===== config.mk =====
export PLATFORM = sky130hd
export DESIGN_NAME = button_conditioner
export DESIGN_NICKNAME = d
export VERILOG_FILES = /design/src/rtl/button_conditioner_pkg.sv /design/src/rtl/sync_2ff.sv /design/src/rtl/button_conditioner.sv
export SDC_FILE = /design/constraint.sdc
export NUM_CORES = 1
export LEC_CHECK = 0
export ABC_AREA = 1
export CAP_MARGIN = 5
export CORE_MARGIN = 8
export CORE_UTILIZATION = 44
export CTS_BUF_LIST = sky130_fd_sc_hd__clkbuf_16
export DETAILED_ROUTE_END_ITERATION = 16
export HOLD_SLACK_MARGIN = 0.1
export PLACE_DENSITY = 0.63
export SETUP_SLACK_MARGIN = 0.2
export SYNTH_ARGS = -nofsm -noshare
export SYNTH_HDL_FRONTEND = slang
export SYNTH_HIERARCHICAL = 1
export SYNTH_SLANG_ARGS = --single-unit

===== constraint.sdc =====
create_clock -name clock_i -period 2 [get_ports clock_i]
set_input_delay 0.4 -clock clock_i [delete_from_list [all_inputs] [get_ports clock_i]]
set_output_delay 0.4 -clock clock_i [all_outputs]
set_load 0.01 [all_outputs]

===== src/rtl/button_conditioner_pkg.sv =====
// Shared types and constants for the push-button conditioning stage.
package button_conditioner_pkg;

   typedef enum logic [1:0] {
      IDLE,
      PRESS_WAIT,
      HELD,
      RELEASE_WAIT
   } btn_state_t;

   localparam int unsigned SYNC_STAGES = 2;

endpackage


===== src/rtl/sync_2ff.sv =====
// Single-bit flop-chain synchroniser for an asynchronous level input.
module sync_2ff
   import button_conditioner_pkg::*;
(
   input  logic clock_i,
   input  logic reset_i,
   input  logic d_i,
   output logic q_o
);

   logic [SYNC_STAGES-1:0] sync_q;
   logic [SYNC_STAGES-1:0] sync_d;

   always_comb begin
      sync_d = {sync_q[SYNC_STAGES-2:0], d_i};
   end

   always_ff @(posedge clock_i or posedge reset_i) begin
      if (reset_i) begin
         sync_q <= '0;
      end else begin
         sync_q <= sync_d;
      end
   end

   assign q_o = sync_q[SYNC_STAGES-1];

endmodule


===== src/rtl/button_conditioner.sv =====
// Synchronises and debounces a raw push-button, emitting a one-cycle strobe per
// accepted press plus optional hold-to-repeat strobes.
module button_conditioner
   import button_conditioner_pkg::*;
#(
   parameter int unsigned DEBOUNCE_CYCLES = 1000,
   parameter int unsigned REPEAT_DELAY    = 0,
   parameter int unsigned REPEAT_PERIOD   = 1000,
   parameter int unsigned CNT_WIDTH       = 20
) (
   input  logic clock_i,
   input  logic reset_i,
   input  logic button_i,
   output logic pulse_o,
   output logic level_o
);

   localparam logic [CNT_WIDTH-1:0] CNT_ONE = CNT_WIDTH'(1);
   localparam logic [CNT_WIDTH-1:0] DB_LAST = CNT_WIDTH'(DEBOUNCE_CYCLES - 1);
   localparam logic [CNT_WIDTH-1:0] RD_LAST = (REPEAT_DELAY > 0) ? CNT_WIDTH'(REPEAT_DELAY - 1) : '0;
   localparam logic [CNT_WIDTH-1:0] RP_LAST = CNT_WIDTH'(REPEAT_PERIOD - 1);
   localparam logic                 REPEAT_EN = (REPEAT_DELAY != 0);

   if (DEBOUNCE_CYCLES < 1 || 64'(DEBOUNCE_CYCLES) >= (64'd1 << CNT_WIDTH)) begin : g_bad_debounce
      $error("button_conditioner: DEBOUNCE_CYCLES out of range for CNT_WIDTH");
   end
   if (REPEAT_PERIOD < 2 || 64'(REPEAT_PERIOD) > (64'd1 << CNT_WIDTH)) begin : g_bad_period
      $error("button_conditioner: REPEAT_PERIOD must be >= 2 and fit CNT_WIDTH");
   end
   if (REPEAT_DELAY == 1 || 64'(REPEAT_DELAY) > (64'd1 << CNT_WIDTH)) begin : g_bad_delay
      $error("button_conditioner: REPEAT_DELAY must not be 1 and must fit CNT_WIDTH");
   end

   logic                 btn_s;
   btn_state_t           state_q, state_d;
   logic [CNT_WIDTH-1:0] db_cnt_q, db_cnt_d;
   logic [CNT_WIDTH-1:0] rpt_cnt_q, rpt_cnt_d;
   logic                 rpt_first_q, rpt_first_d;
   logic                 pulse_q, pulse_d;
   logic                 level_q, level_d;

   sync_2ff u_sync (
      .clock_i (clock_i),
      .reset_i (reset_i),
      .d_i     (button_i),
      .q_o     (btn_s)
   );

   always_comb begin
      state_d     = state_q;
      db_cnt_d    = db_cnt_q;
      rpt_cnt_d   = rpt_cnt_q;
      rpt_first_d = rpt_first_q;
      level_d     = level_q;
      pulse_d     = 1'b0;

      unique case (state_q)
         IDLE: begin
            if (btn_s) begin
               state_d  = PRESS_WAIT;
               db_cnt_d = '0;
            end
         end
         PRESS_WAIT: begin
            if (!btn_s) begin
               state_d = IDLE;
            end else if (db_cnt_q == DB_LAST) begin
               state_d     = HELD;
               level_d     = 1'b1;
               pulse_d     = 1'b1;
               rpt_cnt_d   = '0;
               rpt_first_d = 1'b1;
            end else begin
               db_cnt_d = db_cnt_q + CNT_ONE;
            end
         end
         HELD: begin
            // Release is checked first so a repeat landing on the same edge is dropped.
            if (!btn_s) begin
               state_d  = RELEASE_WAIT;
               db_cnt_d = '0;
            end else if (!REPEAT_EN) begin
               rpt_cnt_d = '0;
            end else if (( rpt_first_q && rpt_cnt_q == RD_LAST) ||
                         (!rpt_first_q && rpt_cnt_q == RP_LAST)) begin
               pulse_d     = 1'b1;
               rpt_cnt_d   = '0;
               rpt_first_d = 1'b0;
            end else begin
               rpt_cnt_d = rpt_cnt_q + CNT_ONE;
            end
         end
         RELEASE_WAIT: begin
            if (btn_s) begin
               state_d     = HELD;
               rpt_cnt_d   = '0;
               rpt_first_d = 1'b1;
            end else if (db_cnt_q == DB_LAST) begin
               state_d = IDLE;
               level_d = 1'b0;
            end else begin
               db_cnt_d = db_cnt_q + CNT_ONE;
            end
         end
         default: begin
            state_d = IDLE;
         end
      endcase
   end

   always_ff @(posedge clock_i or posedge reset_i) begin
      if (reset_i) begin
         state_q     <= IDLE;
         db_cnt_q    <= '0;
         rpt_cnt_q   <= '0;
         rpt_first_q <= 1'b0;
         pulse_q     <= 1'b0;
         level_q     <= 1'b0;
      end else begin
         state_q     <= state_d;
         db_cnt_q    <= db_cnt_d;
         rpt_cnt_q   <= rpt_cnt_d;
         rpt_first_q <= rpt_first_d;
         pulse_q     <= pulse_d;
         level_q     <= level_d;
      end
   end

   assign pulse_o = pulse_q;
   assign level_o = level_q;

endmodule


Word level (Yosys, flattened, before mapping)

Index checks and enable logic that the tools add are counted.

Equality and inequality tests: 12
Multiplexer cells: 21
Reductions and logical operators: 5
Add/subtract/negate cells: 1

Operator list:

| kind                                                                    | number |
|---|---|
| 20-bit 2-to-1 mux                                                       | 5 |
| 20-bit case mux with 4 select lines                                     | 1 |
| 20-bit by 1-bit adder with 20-bit output, second input constant         | 1 |
| 20-bit by 10-bit equality test with 1-bit output, second input constant | 1 |
| 2-bit 2-to-1 mux                                                        | 6 |
| 2-bit != test, second input constant                                    | 4 |
| 2-bit case mux with 4 select lines                                      | 1 |
| 4-bit AND reduction                                                     | 2 |
| 1-bit 2-to-1 mux                                                        | 7 |
| 5-bit AND reduction                                                     | 1 |
| 2-bit equality test, second input constant                              | 2 |
| 2-bit by 1-bit != test with 1-bit output, second input constant         | 2 |
| 3-bit by 2-bit != test with 1-bit output, second input constant         | 1 |
| 3-bit != test, second input constant                                    | 1 |
| 2-bit by 1-bit equality test with 1-bit output, second input constant   | 1 |
| 2-bit zero test                                                         | 1 |
| 1-bit case mux with 2 select lines                                      | 1 |
| 2-bit nonzero test                                                      | 1 |

Word-level logic and storage cells: 44
Register bits: 26
Output and inout bits: 2
Bits of input ports: 3

Depth between registers and ports, before layout

Depth after elaboration: 4
Depth in mapped cells: 10
Mapped depth without buffers: 10

Cells and area by module

The synthesis kept the hierarchy.

By module, submodules not included:

| module             | area an instance (µm²) | cells an instance | instances | sequential area each (µm²) |
|---|---|---|---|---|
| button_conditioner | 1514.0                 | 201               | 1         | 600.6 |
| sync_2ff           | 53.8                   | 3                 | 1         | 50.0 |

Least setup slack after synthesis

Ideal clock, no wire load.

Path kind: register to register
Start: register db_cnt_q[0]
End: register db_cnt_q[5]
Data required time: 1.878 ns
Path slack: 0.608 ns
Period minus slack after synthesis: 1.392 ns
Data arrival time: 1.271 ns
Cell stages (with the launch flop): 8
Buffers on the path: 1
Library setup time: 0.122 ns
Path through: dfrtp_1 -> ha_1 -> nand2_1 -> nor2_2 -> nand3_4 -> nand3_4 -> buf_6 -> o21ai_2

Cells in the longest elaborated chain, start to end: 4
Elaborated cells on any way between the ends: 6
Classes of those cells: add/sub: 1; eq/ne: 1; mux: 4

RTL lines:

| item                                                                                                         | line                                               | RTL |
|---|---|---|
| start, declared                                                                                              | button_conditioner.sv:36                           | `logic [CNT_WIDTH-1:0] db_cnt_q, db_cnt_d;` |
| start signal, assigned                                                                                       | button_conditioner.sv:121                          | `db_cnt_q <= db_cnt_d;` |
| 20-bit by 1-bit adder with 20-bit output or 20-bit by 10-bit equality test with 1-bit output (tied branches) | --                                                 |  |
| 20-bit 2-to-1 mux *                                                                                          | button_conditioner.sv:67, button_conditioner.sv:98 |  |
| 20-bit 2-to-1 mux, on equally long branches                                                                  | button_conditioner.sv:94, button_conditioner.sv:65 |  |
| 20-bit case mux with 4 select lines *                                                                        | button_conditioner.sv:57                           | `unique case (state_q)` |

Every way passes the cells marked *; elsewhere a longest branch is shown, timed or not. The select of a mux whose other input is x is not followed.
A chain may end at the register's enable or synchronous reset.

Final worst setup path

Start: register db_cnt_q[0]
End: register db_cnt_q[18]

The elaborated chain is that of the path after synthesis.

==> flow_summary.toml <==
[setup_path]
critical_path.max_fanout = 17
cp_slowest_stage_delay_ns = 0.40
crit_path_start_kind = "flop"
cp_top_family = "simple AND/OR/NAND/NOR gates"
worstPathRequired_ns = 2.15
r2r-start = "db_cnt_q[0]$_DFFE_PP0P_"
arrival_ns = 1.74
path_cells = "ha_1, nand2_1, nor2_2, nand3_4, nand3_4, inv_2, nand2_1, nand2_1"
crit_type = "reg -> reg"
r2r_end = "db_cnt_q[18]$_DFFE_PP0P_"
endpoint_kind = "flop"
critPathLaunch = "db_cnt_q[0]$_DFFE_PP0P_"
reg2reg_depth = 8
path_common_cell = "nand2_1"
crit_buf_inv = 1
rrSetupSlack_ns = 0.41
cp_slowest_cell = "dfrtp_1"

[clocking]
clock-sinks = 26
cts_buffers = 3
root_buffer = "clkbuf_16"
clk-insertion-delay-late_ns = 0.26
post_cts_buffers = 0
cts_tree = "done"
htreeDepth = 1
clockBufferDepth = 2
hold_buffers = 0
clkTransAtPathRegs_ns = 0.06
post_cts_resized = 0

[grt]
grt_usage_pct = 13.2
grt_pass1_vias = 1249
antenna_found_initial = 0
grt_max_degree = 25
grt.overflow.total = 0
grt_pass1_wl_um = 5780

[floorplan]
start_util_pct = 46.3
rows = 21
fp.coreArea_mm2 = 0.00339
die-height_um = 75.7
die-area_mm2 = 0.00573
die_w_um = 75.7
ios = 5

[job]
maxCapViolCount = 0

[synthesis]
synth_top_cell_area_share_pct = 41.5
syn_area_mm2 = 0.00157
syn_nets = 208
yosysTopAreaCell = "dfrtp_1"
yosys_register_bits = 26
netlist-cell-type-count = 23
postSynthAreaPerCell_um2 = 7.69
synthCells = 204
yosysWarnings = 6
synth_area_leaders = "dfrtp_1, nand2_1, o21ai_2"
yosysSeqAreaShare_pct = 41.5

[timing]
fin_tns_setup_ns = 0
setup_viol = 0
period_share_pct = 79.5
slew_headroom_pct = 78.7
finClkSkew_ns = 0.00317
worst_pin_slew_ns = 0.319
fmax_mhz = 629
slew_violations = 0
hold_violations = 0
rsz0062_at_grt = "no"
period_needed_ns = 1.59

[cells_and_area]
antenna_cells = 0
layout-drive-gt1-share_pct = 12.9
area_growth_syn_to_layout_pct = 9.58
fin_nets = 215
final_area_mm2 = 0.00172

[routing]
via_per_inst = 5.08
initialDrtViolationCount = 127
final_antenna_net_count = 0
routedWlPerCell_um = 12.4
drt-total-wl_um = 3190
drc = 0
drt-pass1-iter-count = 4
dr_total_vias = 1300

[power_and_ir_drop]
peakVddDrop_mv = 0.425
cellPowerDensity_mw_per_mm2 = 609
p_leak_nw = 0.731

[min_path]
hp-class = "in -> async"

[placed_design]
gp_congestion = 0.866
post_dp_cell_area_mm2 = 0.00164
numPortBuffers = 4
dpl.hpwl_um = 2410

[status]
status = "completed"
-- power by group --
group	internal, mW	switching (mW)	total (mW)
logic	0.0172	0.0396	0.0568
clock network	0.268	0.175	0.442
registers	0.536	0.0109	0.547
-- per-stage QoR --
| step | hold WS, ns | cells | util, % | worst slack, ns | power [mW] |
|---|---|---|---|---|---|
| floorplan | 0.141 | 204 | - | 0.608 | 0.601 |
| global placement | 0.336 | 252 | 48.4 | 0.466 | 0.612 |
| detailed placement | 0.340 | 252 | 48.4 | 0.408 | 0.615 |
| CTS | 0.328 | 256 | 50.7 | 0.400 | 1.06 |
| global route | 0.347 | 256 | 50.7 | 0.284 | 1.10 |
| finish | 0.331 | 256 | 50.7 | 0.411 | 1.05 |
-- flip-flops by register name, summed over array words and instances (netlist names), named ones only --
name and cells:
state_q 1, db_cnt_q 20, level_o 1, u_sync/sync_q 2
pulse_o 1
-- worst max path at each step --
stage | slack [ns] | end | cells past startpoint
2_1_floorplan | 0.61 | db_cnt_q[5]$_DFFE_PP0P_ | 7
3_3_place_gp | 0.47 | db_cnt_q[19]$_DFFE_PP0P_ | 8
3_5_place_dp | 0.41 | db_cnt_q[19]$_DFFE_PP0P_ | 8
4_1_cts | 0.40 | db_cnt_q[19]$_DFFE_PP0P_ | 8
5_1_grt | 0.28 | db_cnt_q[18]$_DFFE_PP0P_ | 10
6_report | 0.41 | db_cnt_q[18]$_DFFE_PP0P_ | 8
-- Yosys cell counts, drive strengths merged --
| cell type | number |
|---|---|
| nand2 | 69 |
| dfrtp | 26 |
| nor2 | 26 |
| inv | 25 |
| o21ai | 21 |
| nand3 | 12 |
| nand4 | 7 |
| xnor2 | 5 |
| xor2 | 4 |
| buf | 3 |
| nor3 | 2 |
| and2 | 1 |
| ha | 1 |
| o21bai | 1 |
| or2 | 1 |
-- final cells by class --
type,count,area (µm²)
clock inverters,1,3.75
clock buffers,3,75.1
fillers,321,1670
well taps,46,57.6
flip-flops and latches,26,651
repair buffers,5,47.5
inverters,25,93.8
multi-input cells,150,790
-- cells in the final DEF (no fill, tap or decap) --
master	netlist	final
nand2_1	65	65
dfrtp_1	26	26
nor2_1	22	22
inv_1	22	22
nand3_1	10	10
o21ai_2	10	10
nand4_1	7	7
o21ai_0	6	6
xnor2_1	5	5
o21ai_1	5	5
xor2_1	4	4
clkdlybuf4s50_1	0	4
nand2_2	3	3
inv_2	3	3
nor2_4	3	3
clkbuf_16	0	3
nand3_4	2	2
nor3_1	2	2
nor2_2	1	1
or2_1	1	1
nand2_4	1	1
o21bai_1	1	1
and2_1	1	1
ha_1	1	1
clkinv_1	0	1
buf_4	0	1
-- logic make-up after synthesis --
kind of cell    Yosys count  share of synthesized area, %
compound gates           22                          9.58
simple gates            118                          35.0
buf+inv                  28                          8.14
flops                    26                          41.5
fa+ha+maj                 1                         0.798
xor+xnor                  9                          5.03
-- layer usage --
metal,routed length (µm),vias up,track usage (%)
met5,0,-,0
met4,28,0,3.20
met3,101,4,3.16
met2,1520,22,21.7
met1,1530,619,17.1
li1,-,655,-
(Power assumes the default switching activity.)
==> edit (same settings) <==
Encoding of `btn_state_t`: now one-hot (4 bits for 4 states).
--- a/src/rtl/button_conditioner_pkg.sv
+++ b/src/rtl/button_conditioner_pkg.sv
@@ -1,11 +1,11 @@
 // Shared types and constants for the push-button conditioning stage.
 package button_conditioner_pkg;
 
-   typedef enum logic [1:0] {
-      IDLE,
-      PRESS_WAIT,
-      HELD,
-      RELEASE_WAIT
+   typedef enum logic [3:0] {
+      IDLE         = 4'b0001,
+      PRESS_WAIT   = 4'b0010,
+      HELD         = 4'b0100,
+      RELEASE_WAIT = 4'b1000
    } btn_state_t;
 
    localparam int unsigned SYNC_STAGES = 2;
Check against the original RTL: same outputs for any inputs over 10 cycles, from zero or initial values and one cycle with reset_i high; not proved beyond that.
==> edit against the original RTL <==
- count of clock-buffer cells in the layout did not move
- sequential cell count rose by 2
- worst hold slack got worse by 31 ps
- worst setup slack got worse by 4.0 ps
- synthesized area rose by 15%
- wire length rose by 17%
- design area rose by 14%
Power is not compared: it rests on default switching activity, and its combinational part moved more than twofold at a synthesized area within 25%.
==> edit: results (changes against the original RTL) <==
qor: layout.n_multi_input_combinational_cell 215 [+43%]
qor: layout.area_share_clock_buf_inv 0.04015 [-0.005732]
qor: placement.globalplace.congestion 0.8057 [-6.9%]
qor: clock_tree.cts.sinks 28 [+7.7%]
qor: synthesis.synth_fa_ha_area_frac 0.006964 [-0.001017]
qor: critical_path.critical_path_arrival 1770 ps [+30 ps]
qor: placement.place_ws 244.7 ps [-163.8 ps]
qor: global_route.globalRouteMet3Util 0.02477 [-0.006804]
qor: timing.timing.clock.skew 7.250 ps [+4.083 ps]
qor: critical_path.max_stage_delay 380 ps [-20 ps]
qor: layout.postLayoutCoreUtil 0.4943 [-0.01250]
qor: layout.area_of_the_multi_input_gates 968.4 um^2 [+23%]
qor: layout.sh_seq_area 0.3576 [-0.02118]
qor: run_status.run_status finished clean
qor: global_route.first_global_vias 1,552 [+24%]
qor: route.first_iter_violations 84 [-34%]
qor: placement.placed_cell_area 1854 um^2 [+13%]
qor: layout.largestRegisters db_cnt_q (20), state_q (4), u_sync/sync_q (2)
qor: placement.dpl.hpwl 2690 um [+11%]
qor: layout.buffer_area_frac 0.03187 [+0.004191]
qor: synthesis.synth_commonest_cells nand2_1, nor2_1, dfrtp_1, inv_1, nand3_1
qor: synthesis.synth_nets 275 [+32%]
qor: layout.num-nonclk-buffers 7 [+2]
qor: synthesis.part_of_the_yosys_area_used_for_sequential_elements 0.3907 [-0.02434]
qor: global_route.grt_util_met1 0.1605 [-0.01051]
==> edit: metal layers <==
layer,up-vias,share of wire
li1,843,-
met1,714,0.50
met2,9,0.46
met3,7,0.020
met4,0,0.020
met5,-,0
==> edit: worst max-delay path: cells and delay by family (launching register included) <==
kind | cells | cell delay [ps]
DFF | 1 | 380
and+or+nand+nor | 6 | 650
adders and majority gates | 1 | 220
buffers and inverters | 1 | 100
AOI/OAI and AO/OA | 1 | 170
==> edit: worst paths after layout <==
check / start / endpoint / slack, ps / depth (start not counted)
setup reg to reg: db_cnt_q[1]$_DFFE_PP0P_ / state_q[2]$_DFFE_PP0P_ / 410 / 9
hold reg to reg: u_sync/sync_q[0]$_DFF_PP0_ / u_sync/sync_q[1]$_DFF_PP0_ / 360 / 0
setup / recovery: db_cnt_q[1]$_DFFE_PP0P_ / state_q[2]$_DFFE_PP0P_ / 410 / 9
max in group asynchronous: reset_i / state_q[0]$_DFFE_PP1P_ / 1180 / 3
min in group clock_i: u_sync/sync_q[0]$_DFF_PP0_ / u_sync/sync_q[1]$_DFF_PP0_ / 360 / 0
hold / removal: reset_i / u_sync/sync_q[1]$_DFF_PP0_ / 300 / 2
==> edit: report_power, final <==
| group | switching [W] | total (W) | internal [W] |
|---|---|---|---|
| Sequential | 0.0000448 | 0.000662 | 0.000617 |
| Combinational | 0.000290 | 0.000418 | 0.000128 |
| Clock | 0.000202 | 0.000471 | 0.000269 |
| Total | 0.000537 | 0.00155 | 0.00101 |
==> edit: stage by stage <==
step | total power, W | std cells
after detailed placement | 0.001059 | 321
after floorplan | 0.001027 | 271
after CTS | 0.001532 | 325
after global placement | 0.001055 | 321
final | 0.001551 | 327
after global routing | 0.001654 | 327
